`config.mk`:
```
export PLATFORM = sky130hd
export DESIGN_NAME = lfsr_step_ctrl
export DESIGN_NICKNAME = d
export VERILOG_FILES = /design/src/rtl/lfsr_ctrl_pkg.sv /design/src/rtl/key_debounce.sv /design/src/rtl/lfsr_step_ctrl.sv
export SDC_FILE = /design/constraint.sdc
export NUM_CORES = 1
export LEC_CHECK = 0
export CELL_PAD_IN_SITES_DETAIL_PLACEMENT = 2
export CELL_PAD_IN_SITES_GLOBAL_PLACEMENT = 2
export CORE_MARGIN = 4
export CORE_UTILIZATION = 32
export DETAILED_ROUTE_END_ITERATION = 12
export MAX_ROUTING_LAYER = met4
export PLACE_DENSITY_LB_ADDON = 0.3
export RECOVER_POWER = 50
export SLEW_MARGIN = 10
export SYNTH_ARGS = -nofsm -noshare
export SYNTH_HDL_FRONTEND = slang
export SYNTH_SLANG_ARGS = --single-unit
```
`constraint.sdc`:
```
create_clock -name clk50mhz -period 2.5 [get_ports clk50mhz]
set_input_delay 0.5 -clock clk50mhz [delete_from_list [all_inputs] [get_ports clk50mhz]]
set_output_delay 0.5 -clock clk50mhz [all_outputs]
set_load 0.01 [all_outputs]
```
`src/rtl/lfsr_ctrl_pkg.sv`:
```
// Shared types and default constants for the LFSR step-enable controller.
package lfsr_ctrl_pkg;

   typedef enum logic {
      PAUSED = 1'b0,
      RUN    = 1'b1
   } state_t;

   localparam int unsigned SLOW_DIV_DEF  = 50_000_000;
   localparam int unsigned FAST_DIV_DEF  = 6_250_000;
   localparam int unsigned DB_CYCLES_DEF = 500_000;
   localparam int unsigned STEP_CNT_W    = 16;

endpackage

```
`src/rtl/key_debounce.sv`:
```
// Pushbutton conditioning: 2-flop synchronizer, stable-sample debounce,
// and a one-cycle press pulse on the debounced 1->0 transition.
module key_debounce
   import lfsr_ctrl_pkg::*;
#(
   parameter int unsigned DB_CYCLES = DB_CYCLES_DEF
) (
   input  logic clk50mhz,
   input  logic rst,
   input  logic key_n,
   output logic press
);

   localparam int unsigned     DB_W    = (DB_CYCLES > 1) ? $clog2(DB_CYCLES) : 1;
   localparam logic [DB_W-1:0] DB_LAST = DB_W'(DB_CYCLES - 1);

   logic            key_s1;
   logic            key_s2;
   logic            key_db;
   logic [DB_W-1:0] stable_cnt;

   // two-flop synchronizer, idles released (high)
   always_ff @(posedge clk50mhz) begin
      if (rst) begin
         key_s1 <= 1'b1;
         key_s2 <= 1'b1;
      end else begin
         key_s1 <= key_n;
         key_s2 <= key_s1;
      end
   end

   // accept a new level after DB_CYCLES consecutive differing samples
   always_ff @(posedge clk50mhz) begin
      if (rst) begin
         key_db     <= 1'b1;
         stable_cnt <= '0;
         press      <= 1'b0;
      end else begin
         press <= 1'b0;
         if (key_s2 != key_db) begin
            if (stable_cnt == DB_LAST) begin
               key_db     <= key_s2;
               stable_cnt <= '0;
               press      <= ~key_s2;
            end else begin
               stable_cnt <= stable_cnt + DB_W'(1);
            end
         end else begin
            stable_cnt <= '0;
         end
      end
   end

endmodule

```
`src/rtl/lfsr_step_ctrl.sv`:
```
// Step-enable generator for the LFSR display stage: free-run at a slow or
// fast rate, or single-step from the debounced key while paused.
module lfsr_step_ctrl
   import lfsr_ctrl_pkg::*;
#(
   parameter int unsigned SLOW_DIV  = SLOW_DIV_DEF,
   parameter int unsigned FAST_DIV  = FAST_DIV_DEF,
   parameter int unsigned DB_CYCLES = DB_CYCLES_DEF,
   parameter int unsigned CNT_W     = 26
) (
   input  logic                  clk50mhz,
   input  logic                  rst,
   input  logic                  key_step_n,
   input  logic                  sw_run,
   input  logic                  sw_fast,
   output logic                  step_en,
   output logic                  led_step,
   output logic                  running,
   output logic [STEP_CNT_W-1:0] step_count
);

   localparam logic [CNT_W-1:0] SLOW_TC = CNT_W'(SLOW_DIV - 1);
   localparam logic [CNT_W-1:0] FAST_TC = CNT_W'(FAST_DIV - 1);

   logic             run_s1;
   logic             run_s2;
   logic             fast_s1;
   logic             fast_s2;
   logic             press;
   state_t           state;
   state_t           state_nx;
   logic [CNT_W-1:0] presc;
   logic [CNT_W-1:0] presc_nx;
   logic [CNT_W-1:0] term;
   logic             step_nx;

   key_debounce #(
      .DB_CYCLES (DB_CYCLES)
   ) u_key_debounce (
      .clk50mhz (clk50mhz),
      .rst      (rst),
      .key_n    (key_step_n),
      .press    (press)
   );

   // two-flop synchronizers for the mode switches
   always_ff @(posedge clk50mhz) begin
      if (rst) begin
         run_s1  <= 1'b0;
         run_s2  <= 1'b0;
         fast_s1 <= 1'b0;
         fast_s2 <= 1'b0;
      end else begin
         run_s1  <= sw_run;
         run_s2  <= run_s1;
         fast_s1 <= sw_fast;
         fast_s2 <= fast_s1;
      end
   end

   // FSM state register
   always_ff @(posedge clk50mhz) begin
      if (rst) begin
         state <= PAUSED;
      end else begin
         state <= state_nx;
      end
   end

   // next state, prescaler and strobe decision; >= lets a mid-count rate
   // drop fire immediately instead of wrapping the counter
   always_comb begin
      state_nx = state;
      presc_nx = presc;
      step_nx  = 1'b0;
      term     = fast_s2 ? FAST_TC : SLOW_TC;
      case (state)
         PAUSED: begin
            if (run_s2) begin
               state_nx = RUN;
               presc_nx = '0;
            end else if (press) begin
               step_nx = 1'b1;
            end
         end
         RUN: begin
            if (!run_s2) begin
               state_nx = PAUSED;
               presc_nx = '0;
            end else if (presc >= term) begin
               presc_nx = '0;
               step_nx  = 1'b1;
            end else begin
               presc_nx = presc + CNT_W'(1);
            end
         end
         default: begin
            state_nx = PAUSED;
            presc_nx = '0;
         end
      endcase
   end

   // registered prescaler and outputs
   always_ff @(posedge clk50mhz) begin
      if (rst) begin
         presc      <= '0;
         step_en    <= 1'b0;
         led_step   <= 1'b0;
         running    <= 1'b0;
         step_count <= '0;
      end else begin
         presc   <= presc_nx;
         step_en <= step_nx;
         running <= (state_nx == RUN);
         if (step_nx) begin
            led_step   <= ~led_step;
            step_count <= step_count + STEP_CNT_W'(1);
         end
      end
   end

endmodule

```
==> impl_summary.md <==
Run status
The flow ran to the end, and the final reports show no timing, DRC or antenna violations.

Synthesis
The number of distinct library cells after synthesis is 55. The main combinational cell family by area after synthesis is simple AND/OR/NAND/NOR gates. By area the synthesized netlist is led by sky130_fd_sc_hd__dfxtp_1, sky130_fd_sc_hd__ha_1, sky130_fd_sc_hd__nor2_1.

The area share of the leading cell type in the synthesized netlist is 38.1%. The cell count after synthesis is 462. The cell type with the highest aggregate area in the netlist is sky130_fd_sc_hd__dfxtp_1. The simple-gate area share of the yosys netlist is 30.5%. The number of nets produced by synthesis is 483.

The post-synthesis mux area share is 2.25%. The Yosys warning count is 0. The sequential fraction of the synthesis area is 38.1%. In the synthesized netlist the async set-or-reset flop fraction comes to 0%. Summing the areas of all fa, ha and maj instances in the mapped netlist gives 5.29% of the synthesized area. The synthesized design contains 0 enable-type register cells. The synthesized netlist devotes 6.01% of its cell area to XOR and XNOR gates. The post-synthesis register bit count is 72. The mapped netlist covers 3790 um^2. Summing the areas of all compound-gate instances in the mapped netlist gives 14.9% of the synthesized area. The synthesized area per cell is 8.20 um^2. Among all flip-flop cells after synthesis, the most frequent one is sky130_fd_sc_hd__dfxtp_1.

Global route
The via count of the first global-routing pass is 4052. The number of antenna violations at the first check in global routing is 0. Entering global routing, the biggest net connects 29 pins. After global routing the overflow that remains totals 0.

The first global-routing pass estimated 20400 um of wire. Global routing used 19.6% of the available tracks across all layers.

Route
The amount of wire on met2 after detailed routing is 6530 um. The wire length per cell is 19.1 um. The first routing iteration left 141 violations. After detailed routing, the wire length on met1 is 5720 um. The final layout contains routed wiring with a total length of 12700 um. The count of unresolved DRC violations after routing is 0.

The remaining number of nets flagged by the antenna check after routing is 0. The count of vias placed by the detailed router is 3720. Dividing the detail-routed via count by the number of cells gives 5.60. The routed design uses 194 um of met3 wire. The top layer used by detailed routing is met4. The number of detailed-route iterations in the first pass is 4.

Power and ir drop
The power per cell area is 520 nW/um^2. The worst-case IR drop observed on VDD is 0.323 mV. For this design the static power due to leakage is 1.68 nW.

Final layout
After the last flow step, the layout net total stands at 537. The share of cells above drive strength 1 is 16.5%. The growth of design area from synthesis to finish is 28.1%. Excluding fillers, the count of instances in the completed layout stands at 664.

0 antenna diodes ended up in the layout. The library cell used most frequently in the layout, excluding fill and tap cells, is sky130_fd_sc_hd__dfxtp_1. The top cell types in the final layout, fill and taps aside, are sky130_fd_sc_hd__dfxtp_1, sky130_fd_sc_hd__nor2_1, sky130_fd_sc_hd__nand2_1, sky130_fd_sc_hd__nand3_1, sky130_fd_sc_hd__buf_4.

Setup path
The setup path with the least slack is of type reg -> reg. The startpoint of the most critical setup path is fast_s2$_SDFF_PP0_. The worst setup path is captured at a register. The master of the slowest instance on the critical path is sky130_fd_sc_hd__or4b_2. At the worst endpoint, the required time is 2780 ps. The largest single stage delay on the critical path is 680 ps. The critical path launch point type is a register. Data on the critical path arrives at its endpoint at 2760 ps.

The startpoint of the worst register-to-register path is fast_s2$_SDFF_PP0_. In this run the worst path has a maximum fanout of 5. Traced cell by cell, the critical path runs through inv_4, ha_1, a21oi_1, o22ai_2, buf_4, nor2_1, o221ai_2, or4b_2, nand4_1.

Together, buffers and inverters on the worst path number 2. The cell family with the largest share of critical-path delay is simple AND/OR/NAND/NOR gates.

Timing
Of the available clock period, the critical path in the final layout requires 99.1%. The final clock skew is 12.0 ps. Setup violations remaining at the end of the flow were counted as 0. At the pin with the least slew margin, the transition time is 730 ps.

In this run the tightest slew margin relative to its limit is 51.0%. Across all setup checks in the final design, the least slack found is 21.4 ps. After layout, the minimum clock period comes to 2480 ps. The highest attainable clock frequency is 0.403 GHz. The max-slew violation count was 0. The hold violation total from the final report came to 0.

Worst hold path
The launch instance of the worst min-delay path is u_key_debounce.key_s1$_SDFF_PP1_. The min-delay analysis places its worst path in the category reg -> reg.

Floorplan
The number of top-level pins is 24. The standard cell core area is 11500 um^2. The die covers 13600 um^2. The die extent in x is 117 um.

In this run the core area contains 39 standard-cell rows. The starting density of the core is 32.9%. The die height is 117 um.

Placed design
In this run, placement finished with an instance count of 647. The detailed placement HPWL is 8790 um. The pre-CTS worst setup slack is -27.3 ps. The final weighted congestion in routability-driven placement is 0.840. During placement, the flow inserted port buffers numbering 23.

Clocking
The CTS sink count is 72. The clock latency on the worst-skew pair is 350 ps. The number of buffers created by CTS is 9. The cell sitting at the root of the clock tree is a sky130_fd_sc_hd__clkbuf_16. The clock passes through at most 2 buffers. TritonCTS built the clock tree. The H-tree depth reported by CTS is 3. Clock-pin slew was measured on the worst setup and hold paths at 70 ps.

Flow run
The max-capacitance violation count is 0.
[area by class of cell]
type                       instances  area, um^2
inverter                          13        51.3
fill                            1299        6660
timing repair buffer              57         507
clock buffer                      12         256
tap                              143         179
multi-input combinational        363        2380
clock inverter                     4        28.8
sequential                        72        1450
[final timing paths]
| kind | cells past startpoint | end | slack (ps) |
|---|---|---|---|
| setup / recovery | 9 | step_count[14]$_SDFFE_PP0P_ | 20 |
| hold / removal | 1 | u_key_debounce.key_s2$_SDFF_PP1_ | 410 |
| setup reg to reg | 9 | step_count[14]$_SDFFE_PP0P_ | 20 |
| hold reg to reg | 1 | u_key_debounce.key_s2$_SDFF_PP1_ | 410 |
[cells by family (layout without fill, tap and decap cells)]
logic type | Yosys count | count (layout)
simple gates | 227 | 227
compound gates | 86 | 86
flops | 72 | 72
buf+inv | 27 | 86
xor+xnor | 26 | 26
fa+ha+maj | 16 | 16
mux | 8 | 8
[worst reg2reg max path, delay by kind of cell (launching register included)]
family	cells	cell delay, ps
simple gates	3	950
flops	1	390
compound gates	3	520
buf+inv	2	230
fa+ha+maj	1	330
[cells in the mapped netlist (3+ instances only)]
library cell	instances
sky130_fd_sc_hd__a21oi_1	22
sky130_fd_sc_hd__a22o_1	3
sky130_fd_sc_hd__a31oi_1	15
sky130_fd_sc_hd__and2_1	6
sky130_fd_sc_hd__and3_1	8
sky130_fd_sc_hd__and4_1	3
sky130_fd_sc_hd__buf_2	3
sky130_fd_sc_hd__clkbuf_1	9
sky130_fd_sc_hd__dfxtp_1	72
sky130_fd_sc_hd__ha_1	16
sky130_fd_sc_hd__inv_1	13
sky130_fd_sc_hd__mux2_2	4
sky130_fd_sc_hd__mux2i_1	4
sky130_fd_sc_hd__nand2_1	51
sky130_fd_sc_hd__nand3_1	31
sky130_fd_sc_hd__nand4_1	18
sky130_fd_sc_hd__nor2_1	53
sky130_fd_sc_hd__nor2b_1	9
sky130_fd_sc_hd__nor3_1	18
sky130_fd_sc_hd__nor3b_1	3
sky130_fd_sc_hd__nor4_1	3
sky130_fd_sc_hd__nor4b_1	3
sky130_fd_sc_hd__o21ai_0	18
sky130_fd_sc_hd__o311ai_0	6
sky130_fd_sc_hd__or2_2	4
sky130_fd_sc_hd__or3_1	4
sky130_fd_sc_hd__or4b_2	3
sky130_fd_sc_hd__xnor2_1	13
sky130_fd_sc_hd__xor2_1	13
[report_power, final]
| group | total (W) | switching (W) | internal (W) |
|---|---|---|---|
| logic | 0.0000995 | 0.0000595 | 0.0000400 |
| registers | 0.00117 | 0.00000934 | 0.00116 |
| clock network | 0.00126 | 0.000529 | 0.000727 |
| total | 0.00252 | 0.000598 | 0.00192 |
[per-stage QoR]
stage	hold slack (ps)	util (%)	setup TNS (ps)	total power, W	area, um^2
finish	412	42.1	0	0.00252	4850
global route	420	42.1	-294	0.00262	4850
detailed placement	403	38.3	-27.3	0.00128	4410
global placement	394	38.3	0	0.00128	4410
floorplan	389	-	0	0.00124	3790
CTS	416	40.9	0	0.00255	4710
[what timing repair did]
| item | in CTS | in global routing |
|---|---|---|
| endpoints found under the setup margin | 2 | 30 |
| gates resized for setup | 4 | 26 |
| buffers inserted | 0 | 1 |
| hold buffers | 0 | 0 |
| pin swaps | 1 | 13 |
| cloned | 0 | 0 |
[registers in the layout, summed over array words and instances, names as in the netlist]
name,count
presc,26
u_key_debounce.stable_cnt,19
step_count,16
fast_s1,1
fast_s2,1
led_step,1
run_s1,1
run_s2,1
running,1
step_en,1
u_key_debounce.key_db,1
u_key_debounce.key_s1,1
u_key_debounce.key_s2,1
u_key_debounce.press,1
[routing by layer]
layer | vias to the layer above | track usage, %
met3 | 16 | 3.55
met1 | 1879 | 23.2
li1 | 1796 | -
met2 | 29 | 33.6
met4 | 0 | 6.19
met5 | - | -
No activity file was read; power rests on OpenSTA's default activity.
